`config.mk`:
```
export PLATFORM = sky130hd
export DESIGN_NAME = imm_gen_arbiter
export DESIGN_NICKNAME = d
export VERILOG_FILES = /design/src/rtl/imm_gen_arbiter.sv
export SDC_FILE = /design/constraint.sdc
export NUM_CORES = 1
export LEC_CHECK = 0
export ABC_AREA = 1
export CAP_MARGIN = 40
export CORE_MARGIN = 1.5
export CORE_UTILIZATION = 45
export DETAILED_ROUTE_END_ITERATION = 7
export PLACE_DENSITY = 0.86
export RECOVER_POWER = 25
export SETUP_SLACK_MARGIN = 0.5
export SYNTH_ARGS = -nofsm -noshare
export SYNTH_HDL_FRONTEND = slang
export SYNTH_SLANG_ARGS = --single-unit
```
`constraint.sdc`:
```
create_clock -name clk -period 3.4 [get_ports clk]
set_input_delay 0.68 -clock clk [delete_from_list [all_inputs] [get_ports clk]]
set_output_delay 0.68 -clock clk [all_outputs]
set_load 0.1 [all_outputs]
```
`src/rtl/imm_gen_arbiter.sv`:
```
// Two-port arbiter sharing one RV32I immediate decoder, with a single-entry tagged response buffer.
// Define IMM_ARB_RR_EN for round-robin tie-breaking; otherwise requester 0 wins every tie.

module imm_gen (
  input  logic [31:2] inst,
  output logic [31:0] imm
);

  localparam logic [4:0] OP_LOAD   = 5'b00000;
  localparam logic [4:0] OP_IMM    = 5'b00100;
  localparam logic [4:0] OP_AUIPC  = 5'b00101;
  localparam logic [4:0] OP_STORE  = 5'b01000;
  localparam logic [4:0] OP_LUI    = 5'b01101;
  localparam logic [4:0] OP_BRANCH = 5'b11000;
  localparam logic [4:0] OP_JALR   = 5'b11001;
  localparam logic [4:0] OP_JAL    = 5'b11011;
  localparam logic [4:0] OP_SYSTEM = 5'b11100;

  logic [4:0] opcode;
  assign opcode = inst[6:2];

  always_comb begin
    imm = 32'h0;
    case (opcode)
      OP_LOAD, OP_IMM, OP_JALR, OP_SYSTEM:
        imm = {{20{inst[31]}}, inst[31:20]};
      OP_STORE:
        imm = {{20{inst[31]}}, inst[31:25], inst[11:7]};
      OP_BRANCH:
        imm = {{19{inst[31]}}, inst[31], inst[7], inst[30:25], inst[11:8], 1'b0};
      OP_LUI, OP_AUIPC:
        imm = {inst[31:12], 12'h0};
      OP_JAL:
        imm = {{11{inst[31]}}, inst[31], inst[19:12], inst[20], inst[30:21], 1'b0};
      default:
        imm = 32'h0;
    endcase
  end

endmodule

module imm_gen_arbiter (
  input  logic        clk,
  input  logic        reset,
  input  logic        req0_valid,
  input  logic [31:0] req0_inst,
  output logic        req0_ready,
  input  logic        req1_valid,
  input  logic [31:0] req1_inst,
  output logic        req1_ready,
  output logic        rsp_valid,
  output logic        rsp_id,
  output logic [31:0] rsp_imm,
  input  logic        rsp_ready
);

  logic        rsp_valid_q, rsp_valid_d;
  logic        rsp_id_q, rsp_id_d;
  logic [31:0] rsp_imm_q, rsp_imm_d;
  logic        last_grant_q, last_grant_d;

  logic        grant0, grant1;
  logic        can_accept;
  logic        accept;
  logic [31:2] dec_inst;
  logic [31:0] dec_imm;

  always_comb begin
    grant0 = 1'b0;
    grant1 = 1'b0;
    if (req0_valid && req1_valid) begin
`ifdef IMM_ARB_RR_EN
      grant1 = ~last_grant_q;
      grant0 = last_grant_q;
`else
      grant0 = 1'b1;
`endif
    end else if (req0_valid) begin
      grant0 = 1'b1;
    end else if (req1_valid) begin
      grant1 = 1'b1;
    end
  end

  assign can_accept = ~rsp_valid_q | rsp_ready;

  // Readies are held low while reset is asserted so nothing is handed off into a buffer being cleared.
  assign req0_ready = grant0 & can_accept & ~reset;
  assign req1_ready = grant1 & can_accept & ~reset;
  assign accept     = req0_ready | req1_ready;

  assign dec_inst = grant1 ? req1_inst[31:2] : req0_inst[31:2];

  imm_gen u_imm_gen (
    .inst (dec_inst),
    .imm  (dec_imm)
  );

  always_comb begin
    rsp_valid_d  = rsp_valid_q;
    rsp_id_d     = rsp_id_q;
    rsp_imm_d    = rsp_imm_q;
    last_grant_d = last_grant_q;
    if (accept) begin
      rsp_valid_d  = 1'b1;
      rsp_id_d     = grant1;
      rsp_imm_d    = dec_imm;
      last_grant_d = grant1;
    end else if (rsp_ready) begin
      rsp_valid_d = 1'b0;
    end
  end

  always_ff @(posedge clk) begin
    if (reset) begin
      rsp_valid_q  <= 1'b0;
      rsp_id_q     <= 1'b0;
      rsp_imm_q    <= 32'h0;
      last_grant_q <= 1'b1;
    end else begin
      rsp_valid_q  <= rsp_valid_d;
      rsp_id_q     <= rsp_id_d;
      rsp_imm_q    <= rsp_imm_d;
      last_grant_q <= last_grant_d;
    end
  end

  assign rsp_valid = rsp_valid_q;
  assign rsp_id    = rsp_id_q;
  assign rsp_imm   = rsp_imm_q;

endmodule

```
* Yosys cells after proc, flatten, opt, wreduce, memory -nomap -nowiden
Index checks and enable logic that the tools add are counted.
** Word-level totals
- Bits in registers :: 34
- Latch bits :: 0
- RAM bits :: 0
- Bits in read-only memories :: 0
- Word-level logic and storage cells :: 33
- Memories :: 0
** Cells by class
- Add/subtract/negate cells :: 0
- Multiply operators :: 0
- Divide/modulo/power cells :: 0
- $lt $le $gt $ge :: 0
- Equal/unequal tests :: 8
- Shift-type cells :: 0
- Mux-type cells :: 9
- Bitwise gates (word level) :: 8
- Reductions and logical operators :: 5
** Operators by type and width (number)
- $pmux 32 s5 :: 1
- $mux 30 :: 1
- $eq 5x5->1 const B :: 4
- $eq 5x3->1 const B :: 2
- $eq 5x4->1 const B :: 2
- $mux 1 :: 7
- $logic_not 5->1 :: 1
- $and 1x1->1 :: 4
- $reduce_or 4->1 :: 1
- $not 1->1 :: 2
- $or 1x1->1 :: 2
- $reduce_bool 2->1 :: 1
- $reduce_or 2->1 :: 1
- $logic_and 1x1->1 :: 1

* Logic depth before layout (Yosys ltp)
- Depth in word-level cells :: 7
- Mapped depth :: 14
- Depth with buffers taken out :: 13

* Cells and area by module
Synthesis repeated with hierarchy kept, for this count alone.
** Unflattened totals
- Cell total of the unflattened synthesis :: 493
- Area total of the unflattened synthesis :: 2595.0 µm²
** Modules (own cells, without submodules)
- imm_gen_arbiter :: times used 1, cells each 317, area an instance 1825.5 µm²
- imm_gen :: times used 1, cells each 176, area an instance 769.5 µm²

* Least setup slack after synthesis
No wires, ideal clock.
- Path kind :: in2reg
- Start point :: input port reset
- End point :: register rsp_imm_q[10] (netlist: rsp_imm[10])
- Setup time :: 0.070 ns
- Data arrival time :: 3.874 ns
- Required time :: 3.330 ns
- Slack :: -0.544 ns
- Stages :: 7
- Cell sequence :: clkbuf_1 nor3_1 nor2_2 inv_2 buf_2 nand3_1 a21oi_1
** Between the ends
- Cells in the longest elaborated chain, start to end :: 3
- Elaborated cells on any way between the ends :: 4
- Classes of those cells :: 4 x bitwise
** RTL lines
- from (decl) :: line 44 : input logic reset,
- $not 1->1 :: line 88 : assign req0_ready = grant0 & can_accept & ~reset;
- $and 1x1->1 :: line 88
- net req0_ready :: line 47 : output logic req0_ready,
- $or 1x1->1 :: line 90 : assign accept = req0_ready | req1_ready;
- to (signal assigned) :: line 123 : rsp_imm_q <= rsp_imm_d;
- to (decl) :: line 59 : logic [31:0] rsp_imm_q, rsp_imm_d;
The timed path passes the listed nets, and every way through them passes these cells.
A chain may end at the register's enable or synchronous reset.

* Final worst setup path
- Start point :: input port req0_valid
- End point :: output port req1_ready
** Between the ends
- Cells in the longest elaborated chain, start to end :: 4
- Elaborated cells on any way between the ends :: 5
- Classes of those cells :: 2 x mux; 2 x bitwise; 1 x reduce/logical
** RTL lines
- from (decl) :: line 45 : input logic req0_valid,
- $mux 1 / $logic_and 1x1->1 (equally long branches) :: line 78, 71
- $mux 1 * :: line 71 : if (req0_valid && req1_valid) begin
- $and 1x1->1 * (2 in a row) :: line 89 : assign req1_ready = grant1 & can_accept & ~reset;
- to (decl) :: line 50 : output logic req1_ready,
Every way passes the cells marked *; elsewhere a longest branch is shown, timed or not.

==> results.sh <==
export IMPL_ios=105
export IMPL_crit_slowest_cell="clkdlybuf4s50_1"
export IMPL_antenna_found_initial=0
export IMPL_yosysSeqAreaShare=0.2909
export IMPL_die_area_sq_mm=0.005641
export IMPL_synth_warnings=0
export IMPL_n_antenna_cell=0
export IMPL_top_layer="met4"
export IMPL_drv_cap=0
export IMPL_min_path_type="reg -> reg"
export IMPL_post_drt_wl_per_cell_um=12.24
export IMPL_crit_type="in -> out"
export IMPL_endpoint_kind="output port"
export IMPL_layout_nets=592
export IMPL_grt_usage=0.2644
export IMPL_status="finished, final reports clean"
export IMPL_skew_ps=7.205
export IMPL_vdd_drop_max_mv=0.2792
export IMPL_p_per_area_mw_per_mm2=316.2
export IMPL_die_y_um=75.11
export IMPL_vias=2967
export IMPL_crit_buf_inv=4
export IMPL_grt_ovfl_total=0
export IMPL_core_area_sq_mm=0.005075
export IMPL_maxSlewViolCount=0
export IMPL_cp_top_family="buffers and inverters"
export IMPL_synth_edf_count=0
export IMPL_rows=26
export IMPL_fin_crit_sh=0.8144
export IMPL_finalSetupViolCount=0
export IMPL_ant_nets=0
export IMPL_worstPathArrival_ps=2090
export IMPL_dieWidth_um=75.11
export IMPL_wl_met3_um=505
export IMPL_htree_levels=2
export IMPL_finalCriticalPeriod_ps=2769
export IMPL_cts_clk_slew_worst_paths_ps=70
export IMPL_start_util=0.4610
export IMPL_cp_slowest_stage_delay_ps=480
export IMPL_hold_viol=0
export IMPL_synth_cell_area_sq_mm=0.002340
export IMPL_ys_types=26
export IMPL_power_leakage_nw=1.806
export IMPL_synth_cells=411
export IMPL_drt_total_wl_um=7273
export IMPL_remaining_drc_errors=0
export IMPL_start_kind="input pin"
export IMPL_worstPathCellList="clkdlybuf4s50_1 > inv_2 > nand2_2 > buf_4 > nor3_4 > buf_12"
export IMPL_place_congestion=0.9221
export IMPL_grt_start_max_net_pins=33
export IMPL_synth_seq_cells=34
export IMPL_synth_nets=480
export IMPL_hpwlAfterDp_um=5630
export IMPL_tns_ps=0
export IMPL_drive_above_1_share=0.1126
export IMPL_numCtsBuffers=5
export IMPL_drt_iter0_drc=262
export IMPL_synth_avg_cell_area_sq_um=5.693
export IMPL_area_delta_synth_final_pct=58.98
export IMPL_worst_path_max_fanout=11
export IMPL_holdWs_ps=465.1
export IMPL_rsz0062_at_grt="true"
export IMPL_grt_pass1_wl_um=11510
export IMPL_cts_root_buf="clkbuf_8"
export IMPL_viasPerCell=4.995
export IMPL_timing_fmax_mhz=361.1
export IMPL_io_buffer_count=100
export IMPL_clk_latency_ps=290
export IMPL_hold_buffers=0
export IMPL_drtPass1Iterations=4
export IMPL_wl_met1_um=2919
export IMPL_grt_pass1_vias=2793
export IMPL_maxSlewHeadroom=0.1884
export IMPL_async_flop_share=0
export IMPL_worstMarginPinSlew_ps=1223
export IMPL_required_ps=2720
export IMPL_cts_sinks=34
export IMPL_num_fill_cells=438
export IMPL_clockBufferDepth=2
export IMPL_cts_tree="yes"
export IMPL_synth_flop_cell="dfxtp_1"
export IMPL_wl_met2_um=3727
## cells in the mapped netlist (2+ instances only)
master / n / area [sq um]
a21oi_1: 35 / 175.2
buf_2: 15 / 75.07
buf_6: 2 / 22.52
clkbuf_1: 8 / 30.03
dfxtp_1: 34 / 680.7
inv_1: 28 / 105.1
inv_2: 4 / 15.01
nand2_1: 175 / 656.9
nand2_2: 4 / 25.02
nand3_1: 42 / 210.2
nor2_1: 36 / 135.1
nor2_2: 2 / 12.51
nor2_8: 2 / 40.04
o21ai_0: 11 / 55.05
o21ai_2: 2 / 17.52
## through the flow
step                power [mW]  area (sq um)  setup slack [ps]  std cells  utilization
finish                   1.176          3720             630.9        594       0.7330
global route             1.237          3720             484.8        594       0.7330
CTS                      1.180          3786             500.5        593       0.7461
detailed placement      0.8835          3687             83.53        585       0.7266
global placement        0.8425          3363             120.4        564       0.6627
floorplan               0.7078          2357             812.8        411            -
## timing repair
item | in CTS | in global routing
setup buffers | 0 | 1
cloned | 0 | 0
endpoints found under the hold margin | 0 | 0
endpoints found under the setup margin | 14 | 27
resized for setup | 2 | 3
## power breakdown
part           switching, mW  internal [mW]  leakage [nW]
logic                  0.285          0.168          1.48
registers            0.00799          0.413         0.275
clock network          0.139          0.163        0.0482
total                  0.432          0.744          1.81
## state kept, by name (all words and copies together) (netlist names)
name       count
rsp_id         1
rsp_imm       32
rsp_valid      1
## worst paths after layout
kind	startpoint	to	slack, ps	cells past startpoint
worst max-delay path	req0_valid	req1_ready	630	6
worst min-delay path	rsp_imm[6]	rsp_imm[6]	470	2
worst max register to register	rsp_valid	rsp_imm[5]	1770	7
worst min register to register	rsp_imm[6]	rsp_imm[6]	470	2
## per-layer routing
metal | vias to the layer above | global-route usage
met1 | 1334 | 0.2830
met3 | 17 | 0.06024
met5 | - | 0
li1 | 1504 | -
met4 | 0 | 0.1212
met2 | 112 | 0.4897
## worst reg2reg max path, cell delays in order (launching register included)
cell     delay [ps]
dfxtp_1         340
inv_1            50
nor2_1          320
nor3_4           90
nor2_2          190
inv_2           240
nand3_1         180
a21oi_1          70
## cell type report
| type | count | area, sq um | share of cell area |
|---|---|---|---|
| clock inverter | 1 | 5.005 | 0.001345 |
| tap | 70 | 87.58 | 0.02355 |
| multi-input combinational | 318 | 1439 | 0.3868 |
| sequential | 34 | 680.7 | 0.1830 |
| timing repair buffer | 130 | 1291 | 0.3471 |
| inverter | 34 | 130.1 | 0.03498 |
| clock buffer | 7 | 86.33 | 0.02321 |
## cells by family after synthesis
logic type | share of synthesized area
and+or+nand+nor | 0.4834
buffers and inverters | 0.1102
muxes | 0.004278
AOI/OAI and AO/OA | 0.1112
DFF | 0.2909
## cells in the final DEF (no fill, tap or decap), types with 2 or more instances in the layout
master / netlist / layout
a21oi_1: 35 / 35
buf_12: 0 / 2
buf_4: 0 / 9
buf_8: 0 / 16
clkbuf_1: 8 / 18
clkbuf_8: 0 / 6
clkdlybuf4s50_1: 0 / 84
dfxtp_1: 34 / 34
inv_1: 28 / 28
inv_2: 4 / 4
nand2_1: 175 / 174
nand2_2: 4 / 4
nand2_4: 1 / 2
nand3_1: 42 / 41
nor2_1: 36 / 35
nor2_2: 2 / 2
nor2_4: 1 / 2
nor2_8: 2 / 2
nor3_4: 0 / 2
o21ai_0: 11 / 11
o21ai_2: 2 / 2
Note: power is estimated with default switching activity, not from simulation.
